`config.mk`:
```
export PLATFORM = sky130hd
export DESIGN_NAME = rx_key_fifo
export DESIGN_NICKNAME = d
export VERILOG_FILES = /design/src/rtl/rx_key_fifo.sv
export SDC_FILE = /design/constraint.sdc
export NUM_CORES = 1
export LEC_CHECK = 0
export BUFFER_PORTS_ARGS = -buffer_cell sky130_fd_sc_hd__buf_2
export CORE_ASPECT_RATIO = 0.8
export CORE_UTILIZATION = 45
export CTS_CLUSTER_DIAMETER = 30
export CTS_CLUSTER_SIZE = 24
export DETAILED_ROUTE_END_ITERATION = 8
export PLACE_DENSITY = 0.67
export REMOVE_ABC_BUFFERS = 1
export SLEW_MARGIN = 20
export SYNTH_ARGS = -nofsm -noshare
export SYNTH_HDL_FRONTEND = slang
export SYNTH_SLANG_ARGS = --single-unit
export TNS_END_PERCENT = 1
```
`constraint.sdc`:
```
create_clock -name clk -period 2 [get_ports clk]
set_input_delay 0.6 -clock clk [delete_from_list [all_inputs] [get_ports clk]]
set_output_delay 0.6 -clock clk [all_outputs]
set_load 0.005 [all_outputs]
```
`src/rtl/rx_key_fifo.sv`:
```
// Byte-to-word assembler (MSB-first) feeding a small FIFO of completed words.
// A completed word is pushed at the edge that accepts its final byte, or dropped with a sticky overrun flag.
module rx_key_fifo #(
  parameter int DATA_W = 128,
  parameter int DEPTH  = 2
) (
  input  logic                        clk,
  input  logic                        n_rst,
  input  logic [7:0]                  byte_in,
  input  logic                        byte_valid,
  input  logic                        frame_abort,
  input  logic                        key_ready,
  input  logic                        clear_err,
  output logic [DATA_W-1:0]           key_out,
  output logic                        key_valid,
  output logic [$clog2(DEPTH):0]      key_count,
  output logic [$clog2(DATA_W/8)-1:0] byte_idx,
  output logic                        overrun
);

  localparam int NB    = DATA_W / 8;
  localparam int IDX_W = $clog2(NB);
  localparam int PTR_W = $clog2(DEPTH);
  localparam int CNT_W = PTR_W + 1;

  // Output handshake: a word transfers on any edge where key_valid and key_ready are both 1;
  // key_valid never depends on key_ready, and key_out is stable while key_valid is held.

  logic [DATA_W-1:0] asm_q;
  logic [DATA_W-1:0] asm_fill;
  logic [DATA_W-1:0] mem [DEPTH];
  logic [PTR_W-1:0]  wr_ptr;
  logic [PTR_W-1:0]  rd_ptr;
  logic              last_byte;
  logic              accept;
  logic              complete;
  logic              pop;
  logic              full;
  logic              push;
  logic              drop;

  // Assembly register with the incoming byte merged at its MSB-first position.
  always_comb begin
    asm_fill = asm_q;
    asm_fill[DATA_W-1-8*int'(byte_idx) -: 8] = byte_in;
  end

  assign last_byte = (byte_idx == IDX_W'(NB - 1));
  assign accept    = byte_valid && !frame_abort;
  assign complete  = accept && last_byte;
  assign pop       = key_valid && key_ready;
  assign full      = (key_count == CNT_W'(DEPTH));
  assign push      = complete && (!full || pop);
  assign drop      = complete && !push;

  assign key_valid = (key_count != '0);
  assign key_out   = key_valid ? mem[rd_ptr] : '0;

  always_ff @(posedge clk or negedge n_rst) begin
    if (!n_rst) begin
      byte_idx <= '0;
      asm_q    <= '0;
    end else if (frame_abort) begin
      byte_idx <= '0;
      asm_q    <= '0;
    end else if (byte_valid) begin
      if (last_byte) begin
        byte_idx <= '0;
        asm_q    <= '0;
      end else begin
        byte_idx <= byte_idx + IDX_W'(1);
        asm_q    <= asm_fill;
      end
    end
  end

  always_ff @(posedge clk or negedge n_rst) begin
    if (!n_rst) begin
      for (int i = 0; i < DEPTH; i++) mem[i] <= '0;
      wr_ptr <= '0;
      rd_ptr <= '0;
    end else begin
      if (push) begin
        mem[wr_ptr] <= asm_fill;
        wr_ptr      <= wr_ptr + PTR_W'(1);
      end
      if (pop) rd_ptr <= rd_ptr + PTR_W'(1);
    end
  end

  always_ff @(posedge clk or negedge n_rst) begin
    if (!n_rst) begin
      key_count <= '0;
    end else begin
      case ({push, pop})
        2'b10:   key_count <= key_count + CNT_W'(1);
        2'b01:   key_count <= key_count - CNT_W'(1);
        default: key_count <= key_count;
      endcase
    end
  end

  // A fresh drop takes priority over clear_err in the same cycle.
  always_ff @(posedge clk or negedge n_rst) begin
    if (!n_rst)         overrun <= 1'b0;
    else if (drop)      overrun <= 1'b1;
    else if (clear_err) overrun <= 1'b0;
  end

endmodule
```
Word level (Yosys, flattened, before mapping)
Cells that the tools add are included.
- output and inout port bits: 136
- word-level logic and storage cells: 57
- register bits after elaboration: 393
- input bits: 14
- equality and inequality tests: 4
- multiplexer cells: 17
- shifts and indexed selects: 2
- add/sub/neg operators: 7
- bitwise logic cells: 2
- order comparisons: 3
- reduce and logical (&&, ||, !) cells: 14
- operators with widths (cell ; count):
    2-to-1 mux 128 bit ; 8
    bitwise mux 256 bit ; 1
    variable shift 8 x 33 -> 135 bit (first input constant) ; 1
    variable part select 8 x 33 -> 135 bit ; 1
    bitwise mux 128 bit ; 1
    demux 128 bit (select 1 bit) ; 1
    negation 8 -> 33 bit ; 1
    2-to-1 mux 4 bit ; 3
    nonzero test 2 bit ; 4
    subtractor 7 x 7 -> 8 bit (first input constant) ; 1
    logical AND 1 bit ; 6
    adder 4 x 1 -> 4 bit (second input constant) ; 1
    equality test 2 bit (second input constant) ; 2
    equality test 4 bit (second input constant) ; 1
    greater-or-equal comparator 2 bit (second input constant) ; 2
    inverter 1 -> 2 bit ; 2
    one-hot mux 2 bit (2 select lines) ; 1
    zero test 1 bit ; 3
    adder 1 bit (second input constant) ; 2
    adder 2 x 1 -> 2 bit (second input constant) ; 1
    equality test 2 x 1 -> 1 bit (second input constant) ; 1
    < comparator 2 x 1 -> 1 bit (second input constant) ; 1
    2-to-1 mux 1 bit ; 2
    subtractor 2 x 1 -> 2 bit (second input constant) ; 1
    logical OR 1 bit ; 1

Logic depth before layout (Yosys ltp)
Gate-level depths: netlist of the first run.
- word-level depth: 7
- gate-level depth with buffers: 9
- gate-level depth less buffers: 7

Worst setup path after synthesis of the first run
No wires, ideal clock.
- kind: register to register
- start point: reg byte_idx[0]
- end point: reg key_count[1]
- library setup time: 0.125 ns
- cell stages (with the launch flop): 9
- path buffers: 1
- arrival time: 2.077 ns
- period minus slack after synthesis: 2.202 ns
- required time: 1.875 ns
- setup slack: -0.202 ns
- path through: dfrtp_1 > ha_1 > and3_1 > clkbuf_1 > nand3_1 > ha_1 > xnor2_1 > nor2_1 > xor2_1
- word-level cells in the longest chain between the ends: 5
- elaborated cells between the ends (all ways): 7
- those cells by class: eq/ne (3); mux (1); reduce/logical (3)
- ends and longest elaborated chain (element ; RTL line ; text):
    from (decl) ; 17 ; output logic [$clog2(DATA_W/8)-1:0] byte_idx,
    from (signal assigned) ; 71 ; byte_idx <= byte_idx + IDX_W'(1);
    equality test 4 bit (*) ; 48 ; assign last_byte = (byte_idx == IDX_W'(NB - 1));
    logical AND 1 bit (*) ; 50 ; assign complete = accept && last_byte;
    logical AND 1 bit (*) ; 53 ; assign push = complete && (!full || pop);
    equality test 2 x 1 -> 1 bit / equality test 2 bit (equally long branches) ; 95 ; case ({push, pop})
    one-hot mux 2 bit (2 select lines) / nonzero test 2 bit (equally long branches) ; n/a ;
    to (signal assigned) ; 96 ; 2'b10: key_count <= key_count + CNT_W'(1);
    to (signal assigned) ; 97 ; 2'b01: key_count <= key_count - CNT_W'(1);
    to (signal assigned) ; 98 ; default: key_count <= key_count;
    to (decl) ; 16 ; output logic [$clog2(DEPTH):0] key_count,
Mark *: on every way between the ends. The rest lies on a longest branch, timed or not.
A chain may end at the register's enable or synchronous reset.

Worst setup path in the final report of the first run
- start point: reg rd_ptr
- end point: out key_out[58]
- word-level cells in the longest chain between the ends: 5
- ends and longest elaborated chain (element ; RTL line ; text):
    from (decl) ; 33 ; logic [PTR_W-1:0] rd_ptr;
    from (signal assigned) ; 87 ; if (pop) rd_ptr <= rd_ptr + PTR_W'(1);
    inverter 1 -> 2 bit (implied by the code) ; 57 ; assign key_out = key_valid ? mem[rd_ptr] : '0;
    2-to-1 mux 128 bit (implied by the code) (3 in series) ; 57 ;
    2-to-1 mux 128 bit ; 57 ;
    to (decl) ; 14 ; output logic [DATA_W-1:0] key_out,
No other way between the ends. The select of a mux whose other input is x is not followed.

==> results of run 1 <==
[area by class of cell]
class,count,area [µm²],area share [%]
tap,552,690.7,2.813
inverter,110,412.9,1.682
clock buffer,93,2076,8.454
sequential,393,9842,40.08
timing repair buffer,290,2446,9.962
multi-input combinational,919,8436,34.36
antenna,1,2.502,0.01019
clock inverter,44,648.1,2.640
[sequential cells by signal (all words and copies together), names as in the netlist]
signal / count
key_count: 2
wr_ptr: 1
byte_idx: 4
rd_ptr: 1
mem: 256
overrun: 1
asm_q: 128
[stage by stage]
step / hold slack (ns) / total power, mW / setup TNS, ns
finish: 0.2431 / 22.30 / -59.06
global route: 0.2505 / 22.96 / -69.49
CTS: 0.2331 / 22.48 / -61.80
detailed placement: 0.4701 / 8.976 / -42.52
global placement: 0.4667 / 8.956 / -39.43
floorplan: 0.3044 / 9.208 / -1425.66
[final timing paths]
path                                to  cells past startpoint  slack, ns
setup reg to reg              mem[242]                      6      -0.01
hold / removal                 overrun                      2       0.24
setup / recovery           key_out[58]                      5      -0.55
hold reg to reg               mem[105]                      1       0.49
max in group asynchronous     mem[125]                      4       0.78
min in group asynchronous      mem[79]                      2       0.49
[placed cells by master, fill, tap and decap left out, types with 23 or more instances in the layout]
master,netlist,final
a22o_1,40,40
a32o_1,24,24
buf_12,0,44
buf_2,30,148
buf_4,4,85
clkbuf_16,0,76
dfrtp_1,393,389
inv_1,110,110
mux2_1,23,23
mux2_2,281,281
mux2i_1,177,144
mux2i_2,0,24
nand2_1,30,29
nor2_1,137,133
o2bb2ai_1,24,24
o32ai_1,73,73
[repair_timing]
| action | in CTS | in global routing |
|---|---|---|
| pin swaps | 4 | 3 |
| hold buffers | 1 | 0 |
| hold endpoints to repair | 23 | 0 |
| setup endpoints to repair | 381 | 265 |
| cloned | 1 | 0 |
| gates resized for setup | 38 | 32 |
| buffers inserted | 3 | 0 |
[per-layer routing]
metal | GRT usage [%] | routed length, µm | share of wire (%)
met1 | 33.35 | 22840 | 45
met2 | 37.52 | 23660 | 47
met3 | 4.954 | 2865 | 5.7
met4 | 7.711 | 1069 | 2.1
met5 | 0 | 0 | 0
[power groups by stage]
stage,Combinational [mW],Sequential [mW],Clock [mW]
floorplan,0.790,8.42,0
global placement,0.806,8.15,0
detailed placement,0.825,8.15,0
CTS,0.838,8.02,13.6
global route,0.914,8.02,14.0
finish,0.842,8.03,13.4
[kinds of logic (layout without fill, tap and decap cells)]
group | after synthesis | in the layout | synth area share (%)
buffers and inverters | 225 | 537 | 5.690
DFF | 393 | 393 | 51.52
AOI/OAI and AO/OA | 180 | 180 | 8.338
and+or+nand+nor | 245 | 245 | 6.496
other | 0 | 1 | 0
xor gates and xnor gates | 6 | 6 | 0.2753
adders and majority gates | 7 | 7 | 0.4588
muxes | 481 | 481 | 27.22
==> flow_summary.ini, run 1 <==
[yosys]
ys_top_cells_by_area = dfrtp_1 52%, mux2_2 17%, mux2i_1 9.3%
synth_area_um2 = 19090
yosys-top-cells-count = 393 x dfrtp_1, 281 x mux2_2, 177 x mux2i_1
yosysSeqAreaShare_pct = 51.52
synth_top_cell_by_area = dfrtp_1
async_flop_share_pct = 100.0
synth_top_area_share_pct = 51.52
ys_types = 39
yosys_most_used_dff = dfrtp_1
yosys_warnings = 0
synth.most_common_cell = dfrtp_1
synth_area_per_cell_um2 = 12.42
ys_seq_elements = 393
synth_edf_count = 0
synthCells = 1537

[routing]
wirelength_mm = 50.44
drc = 0
vias = 13427
drt_iter0_drc = 964
routed_via_density = 5.590
post_drt_wl_per_cell_um = 21.00
ant_nets = 0
first_pass_iters = 6

[layout]
drive_gt1_share_pct = 41.37
stdcell_count = 2402
fin_nets = 1810
design_area_um2 = 24550
utilization_pct = 58.70
syn2layout_area_growth_pct = 28.64
fillCellCount = 3311

[timing]
worst_slew_pin_slew_ns = 0.6983
fmax_mhz = 391.8
max-slew-margin-rel_pct = 53.28
setup_viol = 145
finalHoldViolations = 0
period_minus_slack_ns = 2.552
drv_slew = 0
setup_slack_ns = -0.5520
rsz0062_at_grt = yes
period_share_pct = 127.6
finalClockSkew_ns = 0.03047

[floorplan]
die_h_um = 186.2
core_um2 = 41830
row_count = 67
io_pins = 150
die_area_um2 = 43250
die_w_um = 232.3
initial_core_util_pct = 45.63

[placed_design]
gp_congestion = 0.8160
place_inst = 2259
post_dp_cell_area_um2 = 21460
place_ws_ns = -0.2245
dpl.hpwl_mm = 33.10
io_buffer_count = 149

[worst_setup_path]
slowest_stage = dfrtp_4
path_max_fanout = 14
reg2reg_from = byte_idx[0]
slowest_delay_ns = 0.53
start_kind = register
crit_required_ns = 1.40
crit_buf_inv = 3
worst-setup-path-type = reg2out
cp.arrival_ns = 1.95
crit_chain = buf_16, buf_4, mux2i_4, nor2_1, buf_2
startpoint = rd_ptr
crit_family = flip-flops
endpoint_kind = output pin

[status]
status = complete, but fails checks
violations = setup timing

[grt]
grt_overflow = 0
grt_usage_pct = 23.95
grt_pass1_vias = 13922
grt_max_degree = 74
grt_pass1_wl_mm = 79.86
antenna_found_initial = 3

[hold_path]
min-delay-start = clear_err
hp-class = in2reg

[cts]
path_clk_slew_ns = 0.05
clock-root-buffer = clkbuf_16
clock_sinks = 393
insertion_delay_ns = 0.60
numCtsBuffers = 75
cts_tree = yes
cts_buffer_depth = 3
h-tree-depth = 3

[pwr]
switchingPower_mw = 5.011
seq_power_share_pct = 36.0
clock_power_share_pct = 60.2
ir_drop_mv = 0.7634
p_per_area_nw_per_um2 = 908.1
swShare_pct = 22.47
intPower_mw = 17.29
p_comb_share_pct = 3.8
leakagePower_nw = 11.46

[run]
maxCapViolations = 0
Power figures use the tool's default switching activity.
==> run 2, diff against run 1 <==
--- a/config.mk
+++ b/config.mk
@@ -6,6 +6,7 @@
 export NUM_CORES = 1
 export LEC_CHECK = 0
 export BUFFER_PORTS_ARGS = -buffer_cell sky130_fd_sc_hd__buf_2
+export CAP_MARGIN = 20
 export CORE_ASPECT_RATIO = 0.8
 export CORE_UTILIZATION = 45
 export CTS_CLUSTER_DIAMETER = 30
@@ -13,6 +14,7 @@
 export DETAILED_ROUTE_END_ITERATION = 8
 export PLACE_DENSITY = 0.67
 export REMOVE_ABC_BUFFERS = 1
+export SETUP_SLACK_MARGIN = 0.05
 export SLEW_MARGIN = 20
 export SYNTH_ARGS = -nofsm -noshare
 export SYNTH_HDL_FRONTEND = slang
==> flow_summary.ini, run 2 (synthesis gave the netlist of run 1 again) <==
[placed_design]
dpl.hpwl_mm = 33.10
io_buffer_count = 149
place_ws_ns = -0.2245
post_dp_cell_area_um2 = 21460
place_inst = 2259
gp_congestion = 0.8160

[cts]
insertion_delay_ns = 0.60
cts_tree = yes
clock-root-buffer = clkbuf_16
clock_sinks = 393
h-tree-depth = 3
cts_buffer_depth = 3
numCtsBuffers = 75
path_clk_slew_ns = 0.05

[timing]
setup_viol = 131
fin_hold_ws_ns = 0.2453
rsz0062_at_grt = yes
max-slew-margin-rel_pct = 53.72
worst_slew_pin_slew_ns = 0.6916
finalClockSkew_ns = 0.03161
finalHoldViolations = 0
period_minus_slack_ns = 2.551
fmax_mhz = 392.1
setup_slack_ns = -0.5507
period_share_pct = 127.5
drv_slew = 0
finalSetupTns_ns = -59.03

[layout]
largest_register_ffs = 256
fillCellCount = 3281
multi_input_area_um2 = 8514
design_area_um2 = 24690
register_area_um2 = 9843
fin_nets = 1810
top_register = mem
syn2layout_area_growth_pct = 29.34
top_regs = mem x256, asm_q x128, byte_idx x4
stdcell_count = 2402
layout_common_cells = 388 x dfrtp_1, 266 x mux2_2, 146 x buf_2, 144 x mux2i_1, 133 x nor2_1
drive_gt1_share_pct = 41.75
utilization_pct = 59.02
layout_commonest_cell = dfrtp_1

[worst_setup_path]
endpoint_kind = output pin
rrSetupSlack_ns = -0.02
cp.arrival_ns = 1.95
worst-setup-path-type = reg2out
crit_family = flip-flops
slowest_delay_ns = 0.53
start_kind = register
crit_buf_inv = 3
path_max_fanout = 14
reg2reg_from = byte_idx[1]
rr_worst_depth = 6
crit_chain = buf_16, buf_4, mux2i_4, nor2_1, buf_2
crit_required_ns = 1.40
r2r_end = mem[242]
slowest_stage = dfrtp_4

[routing]
wirelength_mm = 50.55
drt_iter0_drc = 915
drc = 0
met2_length_mm = 23.74
post_drt_wl_per_cell_um = 21.04
vias = 13481
ant_nets = 0
routed_via_density = 5.612
first_pass_iters = 5
top_layer_used = met4
met3_length_mm = 2.911
met1_length_mm = 22.73

[floorplan]
die_area_um2 = 43250
die_w_um = 232.3
initial_core_util_pct = 45.63
core_um2 = 41830
io_pins = 150
die_h_um = 186.2
row_count = 67

[grt]
antenna_found_initial = 3
grt_pass1_wl_mm = 79.94
grt_pass1_vias = 13958
grt_overflow = 0
grt_max_degree = 74
grt_usage_pct = 23.98

[pwr]
p_total_mw = 22.30
p_per_area_nw_per_um2 = 903.3
intPower_mw = 17.29
switchingPower_mw = 5.010
seq_power_share_pct = 36.0
leakagePower_nw = 11.50
swShare_pct = 22.47
p_comb_share_pct = 3.8
ir_drop_mv = 0.7631
clock_power_share_pct = 60.2

[run]
maxCapViolations = 0

[status]
violations = setup timing
status = complete, but fails checks

[hold_path]
hold_end = overrun
hold_depth = 2
hp-class = in2reg
min-delay-start = clear_err
==> run 2: area by class of cell <==
class / count / share of cell area (%)
Antenna cell: 1 / 0.01014
Clock buffer: 93 / 8.408
Clock inverter: 44 / 2.625
Inverter: 110 / 1.672
Multi-Input combinational cell: 919 / 34.49
Sequential cell: 393 / 39.87
Tap cell: 552 / 2.798
Timing Repair Buffer: 290 / 10.13
==> run 2: power by group through the flow <==
stage          logic (mW)  registers (mW)  clock network [mW]
2_1_floorplan       0.790            8.42                   0
3_3_place_gp        0.806            8.15                   0
3_5_place_dp        0.825            8.15                   0
4_1_cts             0.846            8.02                13.6
5_1_grt             0.920            8.02                14.0
6_report            0.847            8.03                13.4
==> run 2: worst max-delay path by stage <==
stage	endpoint	slack, ns	from	depth (start not counted)
after floorplan	mem[128]	-4.46	byte_idx[0]	4
after global placement	mem[233]	-0.21	key_ready	7
after detailed placement	mem[214]	-0.22	key_ready	7
after CTS	key_out[58]	-0.55	rd_ptr	5
after global routing	key_out[58]	-0.59	rd_ptr	5
final	key_out[58]	-0.55	rd_ptr	5
==> run 2: layer usage <==
metal | vias to the layer above | GRT usage, %
li1 | 6058 | -
met1 | 6929 | 33.36
met2 | 406 | 37.58
met3 | 88 | 4.970
met4 | 0 | 7.737
met5 | - | 0
==> run 2: repair_timing <==
action / in CTS / in global routing
hold buffers: 1 / 0
gates resized for setup: 53 / 52
hold endpoints to repair: 23 / 0
cloned: 1 / 0
pin swaps: 6 / 3
buffers inserted: 3 / 0
setup endpoints to repair: 411 / 328
